### config.mk
export PLATFORM = sky130hd
export DESIGN_NAME = word_game_ctrl
export DESIGN_NICKNAME = d
export VERILOG_FILES = /design/src/rtl/word_game_ctrl_pkg.sv /design/src/rtl/score_table.sv /design/src/rtl/word_game_ctrl.sv
export SDC_FILE = /design/constraint.sdc
export NUM_CORES = 1
export LEC_CHECK = 0
export CAP_MARGIN = 40
export CORE_ASPECT_RATIO = 0.9
export CORE_MARGIN = 3
export CORE_UTILIZATION = 55
export CTS_CLUSTER_SIZE = 12
export DETAILED_ROUTE_END_ITERATION = 7
export PLACE_DENSITY_LB_ADDON = 0.3
export SLEW_MARGIN = 20
export SYNTH_ARGS = -nofsm -noshare
export SYNTH_HDL_FRONTEND = slang
export SYNTH_HIERARCHICAL = 1
export SYNTH_SLANG_ARGS = --single-unit
### constraint.sdc
create_clock -name clk -period 8.2 [get_ports clk]
set_clock_uncertainty 0.2 [all_clocks]
set_input_delay 2.46 -clock clk [delete_from_list [all_inputs] [get_ports clk]]
set_output_delay 2.46 -clock clk [all_outputs]
set_load 0.005 [all_outputs]
### src/rtl/word_game_ctrl_pkg.sv
// Shared definitions for the word game controller.
// Holds the controller state encoding, the display page codes driven on
// controlSig, and the default values of the top-level parameters.
package word_game_ctrl_pkg;

   localparam int DEF_NUM_MODES = 3;
   localparam int DEF_SCORE_W   = 7;
   localparam int DEF_IDX_W     = 3;
   localparam int DEF_PID_W     = 3;

   // Binary state encoding; all eight codes are used.
   typedef enum logic [2:0] {
      ST_INIT     = 3'd0,
      ST_SETUP    = 3'd1,
      ST_GETWORD  = 3'd2,
      ST_SWAP     = 3'd3,
      ST_CORRECT  = 3'd4,
      ST_GAMEOVER = 3'd5,
      ST_LOGOUT   = 3'd6,
      ST_TOPSCORE = 3'd7
   } state_t;

   // Display pages shown on controlSig.
   localparam logic [2:0] PAGE_IDLE   = 3'd0;
   localparam logic [2:0] PAGE_SETUP  = 3'd1;
   localparam logic [2:0] PAGE_PLAY   = 3'd2;
   localparam logic [2:0] PAGE_OVER   = 3'd3;
   localparam logic [2:0] PAGE_TOP    = 3'd4;
   localparam logic [2:0] PAGE_HOLDER = 3'd5;

endpackage

### src/rtl/score_table.sv
// Best-score register file: one entry per word-length mode, each entry
// holding the best score and the ID of the player who set it.
// Ports:
//   clk, rst          clock, synchronous active-low reset (clears every entry)
//   we, waddr         write enable and entry index
//   wscore, wpid      data written on we
//   raddr             read index (combinational read)
//   rscore, rpid      contents of entry raddr (0 for an index past the table)
module score_table #(
   parameter int NUM_MODES = 3,
   parameter int SCORE_W   = 7,
   parameter int PID_W     = 3,
   parameter int MODE_W    = 2
) (
   input  logic               clk,
   input  logic               rst,
   input  logic               we,
   input  logic [MODE_W-1:0]  waddr,
   input  logic [SCORE_W-1:0] wscore,
   input  logic [PID_W-1:0]   wpid,
   input  logic [MODE_W-1:0]  raddr,
   output logic [SCORE_W-1:0] rscore,
   output logic [PID_W-1:0]   rpid
);

   logic [SCORE_W-1:0] score_mem [NUM_MODES];
   logic [PID_W-1:0]   pid_mem   [NUM_MODES];

   always_ff @(posedge clk) begin
      if (!rst) begin
         for (int i = 0; i < NUM_MODES; i++) begin
            score_mem[i] <= '0;
            pid_mem[i]   <= '0;
         end
      end else if (we && (int'(waddr) < NUM_MODES)) begin
         score_mem[waddr] <= wscore;
         pid_mem[waddr]   <= wpid;
      end
   end

   always_comb begin
      rscore = '0;
      rpid   = '0;
      if (int'(raddr) < NUM_MODES) begin
         rscore = score_mem[raddr];
         rpid   = pid_mem[raddr];
      end
   end

endmodule

### src/rtl/word_game_ctrl.sv
// Word game controller: login/logout, mode selection, the guess/swap loop,
// scoring with saturation, per-mode best-score records and a top-score
// browser.
// Handshake: there are no valid/ready channels; every *Pls input is a
// one-cycle event sampled on posedge clk, isCorrect/timeOut are levels
// sampled on posedge clk, and every pulse output is a registered one-cycle
// strobe appearing in the cycle after the event that caused it.
// Ports:
//   clk, rst                  clock, synchronous active-low reset
//   logOn..timeOut            user/status events (see handshake note)
//   pIDin, isGuestIn          current player ID and guest flag
//   indIn1, indIn2            letter indices to swap
//   Mux_Ctrl, timerEn         levels, high from login until logout completes
//   logOut, timerReconfig,
//   scramPls, flipPls,
//   newRecord                 one-cycle strobes
//   controlSig                display page (idle/setup/play/over/top/holder)
//   mode, modeDisp            selected mode, and mode+4 for the display
//   score                     current game score
//   topScore, topPid          best entry for the current mode
//   pIDout, isGuestOut        player info latched while in game over
//   indOut1, indOut2          swap indices latched while swapping
//   state_dbg                 current controller state
module word_game_ctrl
   import word_game_ctrl_pkg::*;
#(
   parameter int NUM_MODES = DEF_NUM_MODES,
   parameter int SCORE_W   = DEF_SCORE_W,
   parameter int IDX_W     = DEF_IDX_W,
   parameter int PID_W     = DEF_PID_W
) (
   input  logic                         clk,
   input  logic                         rst,
   input  logic                         logOn,
   input  logic                         pwdPls,
   input  logic                         startPls,
   input  logic                         loadPls,
   input  logic                         isCorrect,
   input  logic                         timeOut,
   input  logic [PID_W-1:0]             pIDin,
   input  logic                         isGuestIn,
   input  logic [IDX_W-1:0]             indIn1,
   input  logic [IDX_W-1:0]             indIn2,
   output logic                         Mux_Ctrl,
   output logic                         logOut,
   output logic                         timerEn,
   output logic                         timerReconfig,
   output logic                         scramPls,
   output logic                         flipPls,
   output logic                         newRecord,
   output logic [2:0]                   controlSig,
   output logic [$clog2(NUM_MODES)-1:0] mode,
   output logic [3:0]                   modeDisp,
   output logic [SCORE_W-1:0]           score,
   output logic [SCORE_W-1:0]           topScore,
   output logic [PID_W-1:0]             pIDout,
   output logic [PID_W-1:0]             topPid,
   output logic                         isGuestOut,
   output logic [IDX_W-1:0]             indOut1,
   output logic [IDX_W-1:0]             indOut2,
   output logic [2:0]                   state_dbg
);

   localparam int MODE_W = $clog2(NUM_MODES);
   localparam logic [MODE_W-1:0]  MODE_LAST = MODE_W'(NUM_MODES - 1);
   localparam logic [SCORE_W-1:0] SCORE_MAX = '1;

   state_t             state_q, state_d;
   logic [MODE_W-1:0]  mode_q, mode_d;
   logic [SCORE_W-1:0] score_q, score_d;
   logic               flag_q, flag_d;      // top-score page: 0 score, 1 holder
   logic               entry_q, entry_d;    // first cycle of game over
   logic [IDX_W-1:0]   ind1_q, ind1_d, ind2_q, ind2_d;
   logic [PID_W-1:0]   pid_q, pid_d;
   logic               guest_q, guest_d;
   logic               mux_q, mux_d, ten_q, ten_d;
   logic               log_q, log_d, reconf_q, reconf_d;
   logic               scram_q, scram_d, flip_q, flip_d, rec_q, rec_d;

   logic               tbl_we;
   logic [SCORE_W-1:0] tbl_score;
   logic [PID_W-1:0]   tbl_pid;

   score_table #(
      .NUM_MODES (NUM_MODES),
      .SCORE_W   (SCORE_W),
      .PID_W     (PID_W),
      .MODE_W    (MODE_W)
   ) u_score_table (
      .clk    (clk),
      .rst    (rst),
      .we     (tbl_we),
      .waddr  (mode_q),
      .wscore (score_q),
      .wpid   (pIDin),
      .raddr  (mode_q),
      .rscore (tbl_score),
      .rpid   (tbl_pid)
   );

   always_ff @(posedge clk) begin
      if (!rst) begin
         state_q  <= ST_INIT;
         mode_q   <= '0;
         score_q  <= '0;
         flag_q   <= 1'b0;
         entry_q  <= 1'b0;
         ind1_q   <= '0;
         ind2_q   <= '0;
         pid_q    <= '0;
         guest_q  <= 1'b0;
         mux_q    <= 1'b0;
         ten_q    <= 1'b0;
         log_q    <= 1'b0;
         reconf_q <= 1'b0;
         scram_q  <= 1'b0;
         flip_q   <= 1'b0;
         rec_q    <= 1'b0;
      end else begin
         state_q  <= state_d;
         mode_q   <= mode_d;
         score_q  <= score_d;
         flag_q   <= flag_d;
         entry_q  <= entry_d;
         ind1_q   <= ind1_d;
         ind2_q   <= ind2_d;
         pid_q    <= pid_d;
         guest_q  <= guest_d;
         mux_q    <= mux_d;
         ten_q    <= ten_d;
         log_q    <= log_d;
         reconf_q <= reconf_d;
         scram_q  <= scram_d;
         flip_q   <= flip_d;
         rec_q    <= rec_d;
      end
   end

   always_comb begin
      state_d  = state_q;
      mode_d   = mode_q;
      score_d  = score_q;
      flag_d   = flag_q;
      entry_d  = 1'b0;
      ind1_d   = ind1_q;
      ind2_d   = ind2_q;
      pid_d    = pid_q;
      guest_d  = guest_q;
      mux_d    = mux_q;
      ten_d    = ten_q;
      log_d    = 1'b0;
      reconf_d = 1'b0;
      scram_d  = 1'b0;
      flip_d   = 1'b0;
      rec_d    = 1'b0;
      tbl_we   = 1'b0;

      case (state_q)
         ST_INIT: begin
            mode_d  = '0;
            score_d = '0;
            flag_d  = 1'b0;
            if (logOn) begin
               state_d = ST_SETUP;
               mux_d   = 1'b1;
               ten_d   = 1'b1;
            end
         end
         ST_SETUP: begin
            if (pwdPls) begin
               state_d = ST_LOGOUT;
               log_d   = 1'b1;
            end else if (loadPls) begin
               if (mode_q == MODE_LAST) begin
                  mode_d  = '0;
                  flag_d  = 1'b0;
                  state_d = ST_TOPSCORE;
               end else begin
                  mode_d = MODE_W'(mode_q + 1'b1);
               end
            end else if (startPls) begin
               state_d  = ST_GETWORD;
               reconf_d = 1'b1;
            end
         end
         ST_GETWORD: begin
            if (startPls) begin
               state_d = ST_SETUP;
            end else if (timeOut) begin
               state_d = ST_GAMEOVER;
               entry_d = 1'b1;
            end else if (pwdPls) begin
               state_d = ST_SWAP;
               scram_d = 1'b1;
            end
         end
         ST_SWAP: begin
            ind1_d = indIn1;
            ind2_d = indIn2;
            if (startPls) begin
               state_d = ST_SETUP;
            end else if (timeOut) begin
               state_d = ST_GAMEOVER;
               entry_d = 1'b1;
            end else if (isCorrect) begin
               state_d = ST_CORRECT;
            end else if (loadPls) begin
               flip_d = 1'b1;
            end
         end
         ST_CORRECT: begin
            if (score_q != SCORE_MAX) score_d = score_q + 1'b1;
            state_d = ST_GETWORD;
         end
         ST_GAMEOVER: begin
            pid_d   = pIDin;
            guest_d = isGuestIn;
            // The record decision is made once, in the first game-over cycle;
            // a tie never replaces the existing holder.
            if (entry_q && !isGuestIn && (score_q > tbl_score)) begin
               tbl_we = 1'b1;
               rec_d  = 1'b1;
            end
            if (startPls) begin
               state_d = ST_SETUP;
               mode_d  = '0;
            end
         end
         ST_LOGOUT: begin
            mux_d   = 1'b0;
            ten_d   = 1'b0;
            state_d = ST_INIT;
         end
         ST_TOPSCORE: begin
            if (startPls) begin
               flag_d = ~flag_q;
            end else if (loadPls) begin
               if (mode_q == MODE_LAST) begin
                  mode_d  = '0;
                  flag_d  = 1'b0;
                  state_d = ST_SETUP;
               end else begin
                  mode_d = MODE_W'(mode_q + 1'b1);
               end
            end
         end
         default: begin
            state_d = ST_INIT;
         end
      endcase

      // The setup page always starts from a zero score, whichever way it is entered.
      if (state_d == ST_SETUP) score_d = '0;
   end

   always_comb begin
      controlSig = PAGE_IDLE;
      case (state_q)
         ST_SETUP:    controlSig = PAGE_SETUP;
         ST_GETWORD,
         ST_SWAP,
         ST_CORRECT:  controlSig = PAGE_PLAY;
         ST_GAMEOVER: controlSig = PAGE_OVER;
         ST_TOPSCORE: controlSig = flag_q ? PAGE_HOLDER : PAGE_TOP;
         default:     controlSig = PAGE_IDLE;
      endcase
   end

   assign Mux_Ctrl      = mux_q;
   assign timerEn       = ten_q;
   assign logOut        = log_q;
   assign timerReconfig = reconf_q;
   assign scramPls      = scram_q;
   assign flipPls       = flip_q;
   assign newRecord     = rec_q;
   assign mode          = mode_q;
   assign modeDisp      = 4'(mode_q) + 4'd4;
   assign score         = score_q;
   assign topScore      = tbl_score;
   assign topPid        = tbl_pid;
   assign pIDout        = pid_q;
   assign isGuestOut    = guest_q;
   assign indOut1       = ind1_q;
   assign indOut2       = ind2_q;
   assign state_dbg     = state_q;

endmodule

Yosys cells after proc, flatten, opt, wreduce, memory -nomap -nowiden
Memory sizes are Yosys's and may differ from the RTL's. A register that Yosys moved wholly into a read port is not among the register bits.
Index checks and enable logic that the tools add are counted.
- bits in registers: 30
- memory bits (writable): 30
- bits of input ports: 18
- output and inout port bits: 46
- word-level logic and storage cells: 121
- memories: 2
- memories (memory ; words ; bits a word ; rd ports ; clocked after memory_dff ; wr ports ; line ; source):
    u_score_table.score_mem ; 3 ; 7 ; 1 ; 1 ; 3 ; score_table.sv:26 ; logic [SCORE_W-1:0] score_mem [NUM_MODES];
    u_score_table.pid_mem ; 3 ; 3 ; 1 ; 1 ; 3 ; score_table.sv:27 ; logic [PID_W-1:0] pid_mem [NUM_MODES];
- add/sub/neg operators: 3
- magnitude comparators: 2
- equality and inequality tests: 15
- mux-type cells: 55
- bitwise operators: 6
- reduce and logical (&&, ||, !) cells: 23
- operators with widths (cell ; number):
    $mux W3 ; 17
    $pmux W3 S8 ; 1
    $mux W2 ; 11
    $mux W7 ; 3
    $mux W1 ; 18
    $pmux W7 S2 ; 1
    $eq A3 B3 Y1 const B ; 4
    $pmux W3 S4 ; 1
    $ne A2 B2 Y1 const B ; 5
    $reduce_or A3 Y1 ; 3
    $pmux W2 S4 ; 1
    $reduce_and A2 Y1 ; 4
    $reduce_or A4 Y1 ; 2
    $add A7 B1 Y7 const B ; 1
    $gt A7 B7 Y1 ; 1
    $ne A7 B7 Y1 const B ; 1
    $reduce_or A7 Y1 ; 1
    $eq A3 B1 Y1 const B ; 2
    $eq A3 B2 Y1 const B ; 2
    $not A1 Y1 ; 6
    $reduce_or A5 Y1 ; 1
    $add A2 B3 Y4 const B ; 1
    $reduce_and A4 Y1 ; 1
    $reduce_bool A2 Y1 ; 2
    other kinds (11) ; 14

Longest topological paths before layout
Gate-level depths: netlist (run 1).
- depth after elaboration: 12
- mapped depth: 13
- gate-level depth less buffers: 11

By module
The synthesis (run 1) kept the hierarchy.
- modules (own cells, without submodules) (module ; instances ; cells an instance ; area an instance (sq um) ; seq. area each (sq um)):
    word_game_ctrl ; 1 ; 210 ; 1714.1 ; 600.6
    score_table ; 1 ; 106 ; 1373.8 ; 900.9

Worst setup path before layout (run 1)
Ideal clock, no wire load.
- path type: input-to-reg
- from: in isGuestIn
- to: mem u_score_table.pid_mem[0][0], enable pin
- library setup time: 391 ps
- arrival time: 3669 ps
- data required time: 7609 ps
- path slack: 3940 ps
- stages: 3
- path buffers: 0
- cell sequence: nor4b_1 -> inv_1 -> o21ai_0
- RTL lines (what ; line ; source):
    from (decl) ; word_game_ctrl.sv:41 ; input logic isGuestIn,
    to (decl) ; score_table.sv:27 ;

Worst setup path after layout (run 1)
- from: reg mode_q[0] (netlist: mode[0])
- to: out topScore[2]
- word-level cells in the longest chain between the ends: 2
- ends and longest elaborated chain (what ; line ; source):
    from (decl) ; word_game_ctrl.sv:69 ; logic [MODE_W-1:0] mode_q, mode_d;
    from (signal assigned) ; word_game_ctrl.sv:121 ; mode_q <= mode_d;
    $lt A2 B2 Y1 ; score_table.sv:44 ; if (int'(raddr) < NUM_MODES) begin
    $mux W7 ; score_table.sv:44 ;
    to (decl) ; word_game_ctrl.sv:55 ; output logic [SCORE_W-1:0] topScore,
Every way passes these cells.

==> flow_summary_export.csv, run 1 <==
group,metric,value,unit
setup_path,worst_path_max_delay_cell,"nor2b_1",
global_route,first_global_vias,2550,
cts,clkTransAtPathRegs,0.07,ns
pwr,internal_power,0.524,mW
cts,ctsLongestPathBuffers,2,
cells_and_area,syn2layout_area_growth,26.1,%
cts,cts_buffers,9,
yosys,synth_cell_types,57,
drt,wl_per_cell,16.9,µm
cells_and_area,final_layout_size_suffix_gt1_share,10.3,%
placed_design,place_congestion,0.850,
yosys,yosysTopAreaCell,"edfxtp_1",
drt,drtIter0Drc,249,
setup_path,path_max_fanout,22,
pwr,switching_share,23.4,%
sta,setup_viol,0,
sta,tns,0,ns
yosys,synth_common_cells,"nor2_1 (36), dfxtp_1 (30), edfxtp_1 (30)",
setup_path,worst_ep_required_time,5.54,ns
sta,tightest_slew,0.818,ns
placed_design,postPlaceCellArea,0.00366,mm²
sta,fin_crit_sh,61.4,%
floorplan,die-height,77.1,µm
cts,cts_root_buf,"clkbuf_8",
min_path,hp-class,"reg2reg",
sta,setup_ws,3.16,ns
yosys,synth_area_per_cell,9.77,µm²
yosys,synth_area,0.00309,mm²
global_route,antenna_found_initial,0,
drt,drc,0,
yosys,synth_seq_cells,60,
pwr,power_frac_seq,47.7,%
yosys,synthCells,316,
pwr,p_comb_share,10.7,%
sta,slew_headroom,45.4,%
pwr,ir_worst_vdd,0.159,mV
cts,h-tree-depth,3,
drt,dr.pass1.iters,4,
floorplan,floorplan.die.width,85.0,µm
drt,vias_per_cell,5.74,
pwr,power_density,176,mW/mm²
sta,rsz0062_at_grt,"false",
pwr,p_leak,1.37,nW
yosys,syn_nets,342,
yosys,yosys-top-cells-area,"edfxtp_1 (29%), dfxtp_1 (19%), nor2_1 (4.4%)",
placed_design,place_hpwl,5260,µm
cells_and_area,final_util,72.8,%
global_route,grt.total_usage,24.0,%
cts,ctsHoldBuffers,0,
setup_path,cpPeakStageDelay,0.69,ns
yosys,seq_area_frac_synth,48.6,%
placed_design,pre_cts_ws,3.39,ns
setup_path,critical_path.endpoint_type,"primary output",
pwr,p_total,0.684,mW
pwr,p_clk_share,41.6,%
yosys,synth_top_area_share,29.2,%
sta,final_max_slew_viol_count,0,
floorplan,pin_count,64,
yosys,synth-edff-count,30,
drt,vias,2550,
sta,fmax,0.199,GHz
yosys,synthArstFlopShare,0,%
yosys,yosysMostFrequentCell,"nor2_1",
cells_and_area,insertedDiodeCount,0,
global_route,grt_remaining_overflow,0,
cells_and_area,fin_nets,398,
cts,cts-resized-gates,0,
setup_path,worstPathArrival,2.38,ns
drt,drt_wl_total,7520,µm
drt,antenna_left,0,
run,maxCapViolCount,0,
outcome,status,"finished, final reports clean",
floorplan,start_util,57.7,%
cts,clock_latency,0.34,ns
cts,cts_tree,"yes",
global_route,grt_pass1_wl,12400,µm
floorplan,core_area,0.00535,mm²
global_route,grt_start_max_net_pins,37,
floorplan,die-area,0.00655,mm²
cts,post_cts_buffers,0,
sta,hold_viol,0,
yosys,yosys_warnings,6,
placed_design,numPortBuffers,61,
pwr,switchingPower,0.160,mW
sta,period_needed,5.04,ns
setup_path,worstSetupPathType,"reg2out",
yosys,synth_ff_type,"edfxtp_1",
setup_path,cp-start-kind,"register",
floorplan,row_count,25,
setup_path,path_cells,"buf_4, nor2b_1, o2bb2ai_1, clkdlybuf4s50_1",
cells_and_area,final_area,0.00389,mm²
cts,cts.sinks,60,
-- cells in the final DEF, fill, tap and decap left out, types with 8 or more instances in the layout --
cell and count:
inv_1 12, a21oi_1 8, nand3_1 22, nand2_1 27
o21ai_0 11, a21boi_0 11, ha_1 8, clkbuf_8 9
nor2_1 36, nor2_2 10, clkdlybuf4s50_1 61, edfxtp_1 30
o2bb2ai_1 10, dfxtp_1 30, mux2i_1 12
-- flip-flops by register name, indices dropped and copies added, names as in the netlist, 2 cells and up --
name / cells
score: 7
mode: 2
u_score_table/pid_mem: 9
u_score_table/score_mem: 21
state_dbg: 3
pIDout: 3
indOut2: 3
indOut1: 3
-- per-stage QoR --
stage	std cells	hold slack, ns
after floorplan	316	0.220
after global placement	426	0.238
after detailed placement	426	0.249
after CTS	442	0.259
after global routing	444	0.285
final	444	0.261
-- area by class of cell --
cell class                 count  area, µm²
clock inverter                 6       78.8
sequential                    60       1500
fill                         385       1460
timing repair buffer          68        671
tap                           67       83.8
clock buffer                  10        128
inverter                      13       48.8
multi-input combinational    220       1380
-- path summary, 6_finish.rpt --
| kind | from | endpoint | slack, ns | cells after the start |
|---|---|---|---|---|
| min reg2reg | entry_q$_SDFF_PP0_ | newRecord$_SDFF_PN0_ | 0.26 | 2 |
| max reg2reg | mode[0]$_SDFFE_PN0P_ | u_score_table/score_mem[0][0]$_SDFFCE_PN0P_ | 4.23 | 14 |
| min | entry_q$_SDFF_PP0_ | newRecord$_SDFF_PN0_ | 0.26 | 2 |
| max | mode[0]$_SDFFE_PN0P_ | topScore[2] | 3.16 | 4 |
-- worst max-delay path: cells and delay by family (launching register included) --
| kind | cells | cell delay, ns |
|---|---|---|
| buffers and inverters | 2 | 0.81 |
| AND/OR/NAND/NOR | 1 | 0.69 |
| flip-flops | 1 | 0.31 |
| AO/OA/AOI/OAI | 1 | 0.22 |
-- logic make-up after synthesis --
| family | synth area share, % |
|---|---|
| other | 0.243 |
| adders and majority gates | 3.24 |
| buffers and inverters | 6.60 |
| xor gates and xnor gates | 0.284 |
| muxes | 3.89 |
| AOI/OAI and AO/OA | 14.5 |
| DFF | 48.6 |
| and+or+nand+nor | 22.7 |
-- routing by layer --
metal  part of all wire, %  vias up  track usage, %
met5                     0        -               0
met4                   2.4        0            12.0
met3                   5.6       17            4.62
met2                    48       94            38.0
met1                    44     1205            31.2
li1                      -     1234               -
-- power by group through the flow --
| stage | logic [mW] | clock network, mW | registers, mW |
|---|---|---|---|
| after floorplan | 0.0433 | 0 | 0.331 |
| after global placement | 0.0696 | 0 | 0.333 |
| after detailed placement | 0.0719 | 0 | 0.333 |
| after CTS | 0.0722 | 0.284 | 0.327 |
| after global routing | 0.0802 | 0.301 | 0.327 |
| final | 0.0731 | 0.285 | 0.326 |
Note: power is estimated with default switching activity, not from simulation.
==> inputs of run 2 (changes only) <==
CORE_UTILIZATION = 51   (was 55)
clock period = 5.2 ns   (was 8.2 ns; I/O delays follow)
==> flow_summary_export.csv, run 2 (synthesized netlist as in run 1, its figures left out) <==
group,metric,value,unit
sta,tns,0,ns
drt,wl_per_cell,15.7,µm
pwr,p_total,1.07,mW
cells_and_area,final_area,0.00390,mm²
cts,h-tree-depth,3,
outcome,status,"finished, final reports clean",
floorplan,die-height,79.8,µm
placed_design,numPortBuffers,61,
setup_path,reg2reg_depth,14,
global_route,grt_pass1_wl,11300,µm
drt,met2_length,3290,µm
sta,fin_crit_sh,77.1,%
drt,antenna_left,0,
cells_and_area,mostFrequentLayoutCell,"clkdlybuf4s50_1",
cts,cts_root_buf,"clkbuf_8",
cts,cts-resized-gates,0,
placed_design,place_hpwl,5060,µm
cts,clock_latency,0.33,ns
global_route,grt_remaining_overflow,0,
drt,drt_wl_total,7020,µm
floorplan,pin_count,64,
run,maxCapViolCount,0,
pwr,p_leak,1.37,nW
cts,cts_buffers,9,
drt,vias,2504,
floorplan,core_area,0.00576,mm²
cts,cts.sinks,60,
cts,ctsHoldBuffers,0,
global_route,first_global_vias,2277,
drt,dr_wl_met3,495,µm
drt,drt-met1-wl,3070,µm
sta,slew_headroom,46.3,%
pwr,ir_worst_vdd,0.156,mV
drt,vias_per_cell,5.60,
global_route,grt_start_max_net_pins,24,
sta,final_max_slew_viol_count,0,
placed_design,postPlaceCellArea,0.00368,mm²
global_route,antenna_found_initial,0,
drt,drtIter0Drc,197,
drt,dr.pass1.iters,6,
sta,setup_viol,0,
cts,cts_tree,"yes",
setup_path,cp-start-kind,"register",
cells_and_area,fin_nets,398,
cells_and_area,insertedDiodeCount,0,
sta,tightest_slew,0.805,ns
cells_and_area,largest_reg_flops,21,
sta,rsz0062_at_grt,"false",
placed_design,place_congestion,0.868,
setup_path,worstPathArrival,2.25,ns
setup_path,worst_ep_required_time,3.44,ns
cts,post_cts_buffers,0,
cells_and_area,regMostFlops,"u_score_table/score_mem",
min_path,hp-class,"reg2reg",
sta,fmax,0.249,GHz
cells_and_area,final_util,67.7,%
sta,hold_viol,0,
setup_path,worstSetupPathType,"reg2out",
cells_and_area,final_cell_mix,"clkdlybuf4s50_1 (61), nor2_1 (36), dfxtp_1 (30), edfxtp_1 (30), nand2_1 (27)",
cts,clkTransAtPathRegs,0.06,ns
min_path,whs_path_depth,2,
drt,drc,0,
sta,period_needed,4.01,ns
setup_path,path_max_fanout,17,
drt,top_layer_used,"met4",
setup_path,critical_path.endpoint_type,"primary output",
floorplan,die-area,0.00703,mm²
cts,ctsLongestPathBuffers,2,
floorplan,floorplan.die.width,88.0,µm
cells_and_area,syn2layout_area_growth,26.2,%
global_route,grt.total_usage,21.2,%
floorplan,start_util,53.6,%
cells_and_area,final_layout_size_suffix_gt1_share,10.3,%
pwr,power_density,275,mW/mm²
floorplan,row_count,26,
## run 2: cell types whose count changed in the layout (fill, tap and decap cells not counted)
cell / change
o21ai_0: +1
o21ai_1: -1
## run 2: final cells by class
| type | count | area [µm²] |
|---|---|---|
| clock buffers | 10 | 128 |
| fillers | 474 | 1860 |
| multi-input cells | 220 | 1380 |
| clock inverters | 6 | 78.8 |
| repair buffers | 68 | 671 |
| flip-flops and latches | 60 | 1500 |
| inverters | 13 | 48.8 |
| well taps | 70 | 87.6 |
## run 2: final timing paths
path	to	slack, ns	startpoint
worst max-delay path	topScore[0]	1.19	mode[1]$_SDFFE_PN0P_
worst min-delay path	indOut2[0]$_SDFFE_PN0P_	0.26	indOut2[0]$_SDFFE_PN0P_
worst max register to register	u_score_table/score_mem[1][0]$_SDFFCE_PN0P_	1.51	mode[1]$_SDFFE_PN0P_
worst min register to register	indOut2[0]$_SDFFE_PN0P_	0.26	indOut2[0]$_SDFFE_PN0P_
## run 2: layer usage
| layer | GRT usage (%) | up-vias |
|---|---|---|
| li1 | - | 1233 |
| met1 | 27.7 | 1153 |
| met2 | 33.2 | 103 |
| met3 | 5.68 | 15 |
| met4 | 8.91 | 0 |
| met5 | 0 | - |
## run 2: per-stage QoR
| stage | hold WS [ns] | setup WS (ns) | instances |
|---|---|---|---|
| detailed placement | 0.256 | 1.33 | 430 |
| floorplan | 0.220 | 1.72 | 316 |
| finish | 0.261 | 1.19 | 447 |
| global placement | 0.246 | 1.40 | 430 |
| CTS | 0.263 | 0.989 | 446 |
| global route | 0.280 | 1.05 | 447 |
## run 2: where the power goes
part / internal, mW / switching (mW)
Combinational: 0.0549 / 0.0605
Clock: 0.266 / 0.178
Sequential: 0.506 / 0.00824
Total: 0.827 / 0.246
## run 2: critical path: stages, from the launching register on
cell and delay, ns:
dfxtp_1 0.36, buf_8 0.18, nor2b_1 0.64, o2bb2ai_1 0.21
clkdlybuf4s50_1 0.53
